===== src/rtl/issue_scheduler.sv =====
// Dual-issue in-order dispatch: fetches an instruction pair, holds it per lane,
// and issues each lane against a register scoreboard (lane 1 always first).
module issue_scheduler #(
    parameter int                      INS_PART_WID = 4,
    parameter int                      NUM_REGS     = 16,
    parameter logic [INS_PART_WID-1:0] NOP_TYPE     = 4'hF,
    parameter int                      CNT_WID      = 16
) (
    input  logic                    clk,
    input  logic                    rst_n,
    output logic                    inst_1_fetch,
    output logic                    inst_2_fetch,
    input  logic                    inst_1_valid,
    input  logic                    inst_2_valid,
    input  logic [INS_PART_WID-1:0] inst_1_type,
    input  logic [INS_PART_WID-1:0] inst_1_dest,
    input  logic [INS_PART_WID-1:0] inst_1_src0,
    input  logic [INS_PART_WID-1:0] inst_1_src1,
    input  logic [INS_PART_WID-1:0] inst_2_type,
    input  logic [INS_PART_WID-1:0] inst_2_dest,
    input  logic [INS_PART_WID-1:0] inst_2_src0,
    input  logic [INS_PART_WID-1:0] inst_2_src1,
    output logic                    iss_1_valid,
    output logic                    iss_2_valid,
    output logic [INS_PART_WID-1:0] iss_1_type,
    output logic [INS_PART_WID-1:0] iss_1_dest,
    output logic [INS_PART_WID-1:0] iss_1_src0,
    output logic [INS_PART_WID-1:0] iss_1_src1,
    output logic [INS_PART_WID-1:0] iss_2_type,
    output logic [INS_PART_WID-1:0] iss_2_dest,
    output logic [INS_PART_WID-1:0] iss_2_src0,
    output logic [INS_PART_WID-1:0] iss_2_src1,
    input  logic                    iss_1_ready,
    input  logic                    iss_2_ready,
    input  logic                    wb_1_valid,
    input  logic                    wb_2_valid,
    input  logic [INS_PART_WID-1:0] wb_1_dest,
    input  logic [INS_PART_WID-1:0] wb_2_dest,
    output logic [NUM_REGS-1:0]     sb_busy,
    output logic [CNT_WID-1:0]      issue_cnt,
    output logic [CNT_WID-1:0]      stall_cnt
);

    typedef enum logic [1:0] {S_FETCH, S_CAPTURE, S_ISSUE} state_t;

    state_t                  r_state;
    logic                    r_h1_valid, r_h2_valid;
    logic [INS_PART_WID-1:0] r_h1_type, r_h1_dest, r_h1_src0, r_h1_src1;
    logic [INS_PART_WID-1:0] r_h2_type, r_h2_dest, r_h2_src0, r_h2_src1;
    logic [NUM_REGS-1:0]     r_sb_busy;
    logic [CNT_WID-1:0]      r_issue_cnt, r_stall_cnt;

    logic                    w_nop_1, w_nop_2, w_haz_1, w_haz_2;
    logic                    w_xfer_1, w_xfer_2, w_intra_ok, w_hold_left;
    logic [NUM_REGS-1:0]     w_set, w_clr;

    always_comb begin
        w_nop_1    = (r_h1_type == NOP_TYPE);
        w_nop_2    = (r_h2_type == NOP_TYPE);
        w_haz_1    = !w_nop_1 && (r_sb_busy[r_h1_src0] || r_sb_busy[r_h1_src1] || r_sb_busy[r_h1_dest]);
        w_haz_2    = !w_nop_2 && (r_sb_busy[r_h2_src0] || r_sb_busy[r_h2_src1] || r_sb_busy[r_h2_dest]);
        iss_1_valid = r_h1_valid && !w_haz_1;
        w_xfer_1   = iss_1_valid && iss_1_ready;
        // Lane 1 issuing this cycle has not yet marked its dest busy, so compare directly.
        w_intra_ok = !(w_xfer_1 && !w_nop_1) ||
                     ((r_h1_dest != r_h2_src0) && (r_h1_dest != r_h2_src1) && (r_h1_dest != r_h2_dest));
        iss_2_valid = r_h2_valid && !w_haz_2 && (!r_h1_valid || w_xfer_1) && w_intra_ok;
        w_xfer_2   = iss_2_valid && iss_2_ready;
        w_hold_left = (r_h1_valid && !w_xfer_1) || (r_h2_valid && !w_xfer_2);
    end

    generate
        for (genvar gi = 0; gi < NUM_REGS; gi++) begin : g_sb
            localparam logic [INS_PART_WID-1:0] IDX = INS_PART_WID'(gi);
            assign w_set[gi] = (w_xfer_1 && !w_nop_1 && (r_h1_dest == IDX)) ||
                               (w_xfer_2 && !w_nop_2 && (r_h2_dest == IDX));
            assign w_clr[gi] = (wb_1_valid && (wb_1_dest == IDX)) ||
                               (wb_2_valid && (wb_2_dest == IDX));
        end
    endgenerate

    always_ff @(posedge clk) begin
        if (!rst_n) begin
            r_state    <= S_FETCH;
            r_h1_valid <= 1'b0;
            r_h2_valid <= 1'b0;
            r_h1_type  <= '0; r_h1_dest <= '0; r_h1_src0 <= '0; r_h1_src1 <= '0;
            r_h2_type  <= '0; r_h2_dest <= '0; r_h2_src0 <= '0; r_h2_src1 <= '0;
        end else begin
            case (r_state)
                S_FETCH: r_state <= S_CAPTURE;
                S_CAPTURE: begin
                    r_h1_valid <= inst_1_valid;
                    r_h2_valid <= inst_2_valid;
                    r_h1_type  <= inst_1_type; r_h1_dest <= inst_1_dest;
                    r_h1_src0  <= inst_1_src0; r_h1_src1 <= inst_1_src1;
                    r_h2_type  <= inst_2_type; r_h2_dest <= inst_2_dest;
                    r_h2_src0  <= inst_2_src0; r_h2_src1 <= inst_2_src1;
                    r_state    <= (inst_1_valid || inst_2_valid) ? S_ISSUE : S_FETCH;
                end
                S_ISSUE: begin
                    if (w_xfer_1) r_h1_valid <= 1'b0;
                    if (w_xfer_2) r_h2_valid <= 1'b0;
                    if (!w_hold_left) r_state <= S_FETCH;
                end
                default: r_state <= S_FETCH;
            endcase
        end
    end

    // Set is ORed in after the clear so a same-cycle set wins.
    always_ff @(posedge clk) begin
        if (!rst_n) begin
            r_sb_busy   <= '0;
            r_issue_cnt <= '0;
            r_stall_cnt <= '0;
        end else begin
            r_sb_busy   <= (r_sb_busy & ~w_clr) | w_set;
            r_issue_cnt <= r_issue_cnt + CNT_WID'(w_xfer_1) + CNT_WID'(w_xfer_2);
            if (r_state == S_ISSUE && (r_h1_valid || r_h2_valid) && !w_xfer_1 && !w_xfer_2)
                r_stall_cnt <= r_stall_cnt + 1'b1;
        end
    end

    assign inst_1_fetch = (r_state == S_FETCH);
    assign inst_2_fetch = (r_state == S_FETCH);
    assign iss_1_type = r_h1_type; assign iss_1_dest = r_h1_dest;
    assign iss_1_src0 = r_h1_src0; assign iss_1_src1 = r_h1_src1;
    assign iss_2_type = r_h2_type; assign iss_2_dest = r_h2_dest;
    assign iss_2_src0 = r_h2_src0; assign iss_2_src1 = r_h2_src1;
    assign sb_busy    = r_sb_busy;
    assign issue_cnt  = r_issue_cnt;
    assign stall_cnt  = r_stall_cnt;

endmodule

===== config.mk =====
export PLATFORM = sky130hd
export DESIGN_NAME = issue_scheduler
export DESIGN_NICKNAME = d
export VERILOG_FILES = /design/src/rtl/issue_scheduler.sv
export SDC_FILE = /design/constraint.sdc
export NUM_CORES = 1
export LEC_CHECK = 0
export BUFFER_PORTS_ARGS = -buffer_cell sky130_fd_sc_hd__buf_4
export CORE_ASPECT_RATIO = 2
export CORE_MARGIN = 5
export CORE_UTILIZATION = 55
export CTS_BUF_LIST = sky130_fd_sc_hd__clkbuf_4
export DETAILED_ROUTE_END_ITERATION = 16
export GPL_ROUTABILITY_DRIVEN = 1
export GPL_TIMING_DRIVEN = 0
export PLACE_DENSITY_LB_ADDON = 0.3
export SYNTH_ARGS = -nofsm -noshare
export SYNTH_HDL_FRONTEND = slang
export SYNTH_SLANG_ARGS = --single-unit
export TNS_END_PERCENT = 20

===== constraint.sdc =====
create_clock -name clk -period 4.6 [get_ports clk]
set_input_delay 1.15 -clock clk [delete_from_list [all_inputs] [get_ports clk]]
set_output_delay 1.15 -clock clk [all_outputs]
set_load 0.02 [all_outputs]

Word level (Yosys, flattened, before mapping)
Cells that the tools add are included.
Widths: inputs -> output; s select.

word-level totals
  output and inout port bits = 84
  input bits = 48
  flip-flop bits (word level) = 84
  word-level logic and storage cells = 253

operators by class
  $lt $le $gt $ge = 6
  reduce and logical (&&, ||, !) cells = 138
  add/sub/neg operators = 3
  mux-type cells = 19
  bitwise logic cells = 3
  eq/ne operators = 70

operator list
  kind                   count
  $eq 4x4->1 const B     34
  $logic_and 1x1->1      81
  $eq 4x3->1 const B     16
  $logic_or 1x1->1       41
  $add 16x1->16          2
  $eq 4x2->1 const B     8
  $lt 4x5->1 const B     6
  $bmux 1 s4             6
  $add 16x1->16 const B  1
  $and 16x16->16         1
  $eq 4x1->1 const B     4
  $logic_not 4->1        4
  $not 16->16            1
  $or 16x16->16          1
  $ne 4x4->1             3
  $logic_not 1->1        8
  $mux 1                 8
  $ne 2x2->1 const B     3
  $pmux 2 s3             1
  $mux 2                 2
  $pmux 1 s2             2
  $reduce_and 2->1       2
  $eq 2x1->1 const B     1
  $eq 2x2->1 const B     1
  other kinds (2)        2

Depth between registers and ports, before layout
  word-level depth = 18
  depth in mapped cells = 14
  depth with buffers taken out = 12

Least setup slack after synthesis
OpenSTA, ideal clock, no wires.

  kind = reg-to-reg
  start point = reg r_h2_src1[2] (netlist: iss_2_src1[2])
  end point = reg r_issue_cnt[14] (netlist: issue_cnt[14])
  period minus slack after synthesis = 3.520 ns
  library setup time = 0.070 ns
  arrival = 3.449 ns
  required time = 4.530 ns
  cell stages (with the launch flop) = 15
  slack = 1.080 ns
  path buffers = 4
  path through = dfxtp_1 -> clkbuf_1 -> mux2_2 -> a32o_1 -> nor4_1 -> nand4_1 -> a221oi_4 -> buf_6 -> buf_6 -> fa_1 -> ha_1 -> buf_1 -> nand3_1 -> or3_1 -> a21oi_1

on the way
  word-level cells in the longest chain between the ends = 11
  elaborated cells between the ends (all ways) = 15
  classes of those cells = 1 x add/sub; 1 x eq/ne; 2 x mux; 11 x reduce/logical

ends and longest elaborated chain
  element                          RTL line  text
  from (decl)                      49        logic [INS_PART_WID-1:0] r_h2_type, r_h2_dest, r_h2_src0, r_h2_src1;
  from (signal assigned)           98        r_h2_src0 <= inst_2_src0; r_h2_src1 <= inst_2_src1;
  $bmux 1 s4                       61        w_haz_2 = !w_nop_2 && (r_sb_busy[r_h2_src0] || r_sb_busy[r_h2_src1] || r_sb_busy[r_h2_dest]);
  $mux 1 (implied by the code)     61
  $logic_or 1x1->1 (2 in series)   61
  $logic_and 1x1->1                61
  $logic_not 1->1                  67        iss_2_valid = r_h2_valid && !w_haz_2 && (!r_h1_valid || w_xfer_1) && w_intra_ok;
  $logic_and 1x1->1 (2 in series)  67
  $logic_and 1x1->1 *              67
  $logic_and 1x1->1 *              68        w_xfer_2 = iss_2_valid && iss_2_ready;
  $add 16x1->16 *                  119       r_issue_cnt <= r_issue_cnt + CNT_WID'(w_xfer_1) + CNT_WID'(w_xfer_2);
  to (signal assigned)             119
  to (decl)                        51        logic [CNT_WID-1:0] r_issue_cnt, r_stall_cnt;

Every way passes the cells marked *; elsewhere a longest branch is shown, timed or not. The select of a mux whose other input is x is not followed.
A chain may end at the register's enable or synchronous reset.

Worst setup path in the final report
  start point = reg r_h1_src0[0] (netlist: iss_1_src0[0])
  end point = out iss_1_valid

on the way
  word-level cells in the longest chain between the ends = 7

ends and longest elaborated chain
  element                         RTL line  text
  from (decl)                     48        logic [INS_PART_WID-1:0] r_h1_type, r_h1_dest, r_h1_src0, r_h1_src1;
  from (signal assigned)          96        r_h1_src0 <= inst_1_src0; r_h1_src1 <= inst_1_src1;
  $bmux 1 s4                      60        w_haz_1 = !w_nop_1 && (r_sb_busy[r_h1_src0] || r_sb_busy[r_h1_src1] || r_sb_busy[r_h1_dest]);
  $mux 1 (implied by the code)    60
  $logic_or 1x1->1 (2 in series)  60
  $logic_and 1x1->1               60
  $logic_not 1->1                 62        iss_1_valid = r_h1_valid && !w_haz_1;
  $logic_and 1x1->1               62
  to (decl)                       23        output logic iss_1_valid,

No other way between the ends. The select of a mux whose other input is x is not followed.

==> reports/metrics.cfg <==
[synthesis]
yosys-top-cells-area = dfxtp_1 34%, nand2_1 6.6%, mux4_2 5.9%, a21oi_1 5.0%, mux2i_1 4.0%
synth.most_common_cell = nand2_1
synth_top_family_by_area = simple AND/OR/NAND/NOR gates
synth_simple_gate_area_share_pct = 24.3
synth_compound_area_share_pct = 18.4
synth-adder-area-share_pct = 0.906
synth-seq-area-share_pct = 33.8
muxShareOfSynthArea_pct = 13.5
yosysTopAreaCellShare_pct = 33.8
synth-xor-area-share_pct = 3.87
synth_common_cells = 88 x nand2_1, 84 x dfxtp_1, 50 x a21oi_1, 29 x nand3_1, 28 x clkbuf_1
postSynthCellCount = 577
synth_seq_cells = 84
synth-async-reset-ratio_pct = 0
synth_edf_count = 0
yosys_most_used_dff = dfxtp_1
syn_nets = 628
synth_area_sq_mm = 0.00497
post_synth.cell_area_avg_sq_um = 8.62
ys_warn_count = 0
synth_top_area_cell = dfxtp_1
synth.distinct_cells = 60

[final_layout]
fillers = 761
post-route-util_pct = 69.4
nets = 769
area_delta_synth_final_pct = 24.9
drive_gt1_share_pct = 26.6

[routing]
postRouteWirelength_um = 16900
drtAntennaViolNets = 0
drt_first_iter_violations = 466
vias = 5323
drt-vias-per-instance = 6.44
first_pass_iters = 8
avgRoutedWirePerCell_um = 20.4
drc_errors = 0

[status]
status = finished, final reports clean

[cts]
cts_tree = yes
clk_latency_ns = 0.43
ctsResizeCount = 0
clkSinkCount = 84
clockBufferDepth = 2
cts_buffers = 9
hold_buffers = 0
postCtsSetupBuffers = 0
cts_htree_levels = 3
cts-root-buf = clkbuf_4
path_clk_slew_ns = 0.13

[sta]
max_freq_mhz = 242
hold_violations = 0
post-route-period-util_pct = 89.8
finalHoldWorstSlack_ns = 0.492
relSlewSlack_pct = 35.6
setup_viol = 0
slew_viol_final = 0
tns_ns = 0
rsz0062_at_grt = no
fin_skew_ns = 0.00804
tightest_slew_ns = 0.952
fin_crit_ns = 4.13

[grt]
grt_use_total_pct = 29.6
grt_antenna_before_repair = 1
grt_pass1_vias = 5393
grt_pass1_wl_um = 26500
gr-total-overflow = 0
grt_max_degree = 15

[die]
coreArea_sq_mm = 0.00895
rows = 49
die_w_um = 77.2
fp.dieH_um = 144
start_util_pct = 55.6
dieArea_sq_mm = 0.0112
io_pins = 132

[setup_path]
cp_max_fo = 8
cp.required_ns = 3.45
crit_type = register to output port
start_kind = register
worstPathArrival_ns = 2.98
crit_path_end_kind = output port

[pwr]
leakage_nw = 2.42
irDropWorstVdd_mv = 0.304
powerDensity_mw_per_mm2 = 255

[place]
port_buffers = 130
routabilityCongestion = 1.01
hpwl_um = 12900

[worst_hold_path]
holdCritPathClass = register to register

[run]
maxCapViolations = 0

## kinds of logic after synthesis
group,after synthesis
multiplexers,45
AND/OR/NAND/NOR,231
XOR/XNOR,22
buffers and inverters,56
flip-flops,84
AO/OA/AOI/OAI,136
adder cells (fa/ha/maj),3
## power breakdown
part | internal (W) | switching [W]
Sequential | 0.000755 | 0.0000365
Clock | 0.000163 | 0.000263
Combinational | 0.000149 | 0.000215
## layer usage
layer | routed length (um) | vias to the layer above | global-route usage (%)
met5 | 0 | - | 0
met4 | 1090 | 0 | 19.0
met3 | 1140 | 99 | 6.30
met2 | 9080 | 296 | 54.6
met1 | 5540 | 2500 | 29.4
li1 | - | 2428 | -
## registers in the layout, indices dropped and copies added, names as in the netlist
name,count
iss_2_src0,4
r_h2_valid,1
sb_busy,16
iss_2_src1,4
iss_2_dest,4
stall_cnt,16
r_state,2
iss_1_src1,4
iss_1_dest,4
r_h1_valid,1
iss_1_type,4
issue_cnt,16
iss_1_src0,4
iss_2_type,4
## through the flow
stage                     setup WS, ns  total power (W)  instances  area (sq um)
after floorplan                   1.08          0.00102        577          4970
after global placement           0.517          0.00115        809          6080
after detailed placement         0.543          0.00117        809          6080
after CTS                        0.488          0.00158        825          6210
after global routing             0.304          0.00165        826          6210
final                            0.471          0.00158        826          6210
## cells in the final DEF (no fill, tap or decap), drive strengths merged, types with 3 or more instances in the layout
master and instances:
a21oi 50, a22oi 13, a31oi 4, a32oi 13, and2 4, and3 8, and3b 4, buf 147
clkbuf 37, clkinv 4, dfxtp 84, inv 12, mux2 9, mux2i 21, mux4 15, nand2 88
nand2b 8, nand3 30, nand3b 4, nand4 9, nor2 26, nor2b 8, nor3 6, nor3b 3
nor4 11, o21ai 17, o311ai 4, o31ai 16, o32ai 3, o41ai 6, or3 4, or3b 3
or4 6, xnor2 5, xor2 17
## critical path: stages (launching register included)
cell and delay (ns):
dfxtp_1 0.35, buf_2 0.20, mux4_2 0.52, mux2_2 0.28, mux2i_1 0.22, nand3_1 0.36, and2_1 0.31, nor2b_1 0.14
buf_4 0.16
## final cells by class
| cell class | instances | area (sq um) | share of cell area, % |
|---|---|---|---|
| plain buffers | 45 | 221 | 3.56 |
| repair buffers | 130 | 976 | 15.7 |
| flip-flops and latches | 84 | 1680 | 27.1 |
| clock inverters | 7 | 66.3 | 1.07 |
| inverters | 11 | 41.3 | 0.665 |
| multi-input cells | 437 | 3030 | 48.8 |
| well taps | 102 | 128 | 2.05 |
| diodes | 1 | 2.50 | 0.0403 |
| clock buffers | 9 | 67.6 | 1.09 |
## final timing paths
kind	startpoint	end	slack, ns	depth (start not counted)
hold reg to reg	iss_1_type[2]	iss_1_type[2]	0.49	2
setup reg to reg	iss_2_src1[2]	issue_cnt[14]	0.66	14
setup / recovery	iss_1_src0[0]	iss_1_valid	0.47	8
hold / removal	iss_1_type[2]	iss_1_type[2]	0.49	2
No activity file was read; power rests on OpenSTA's default activity.
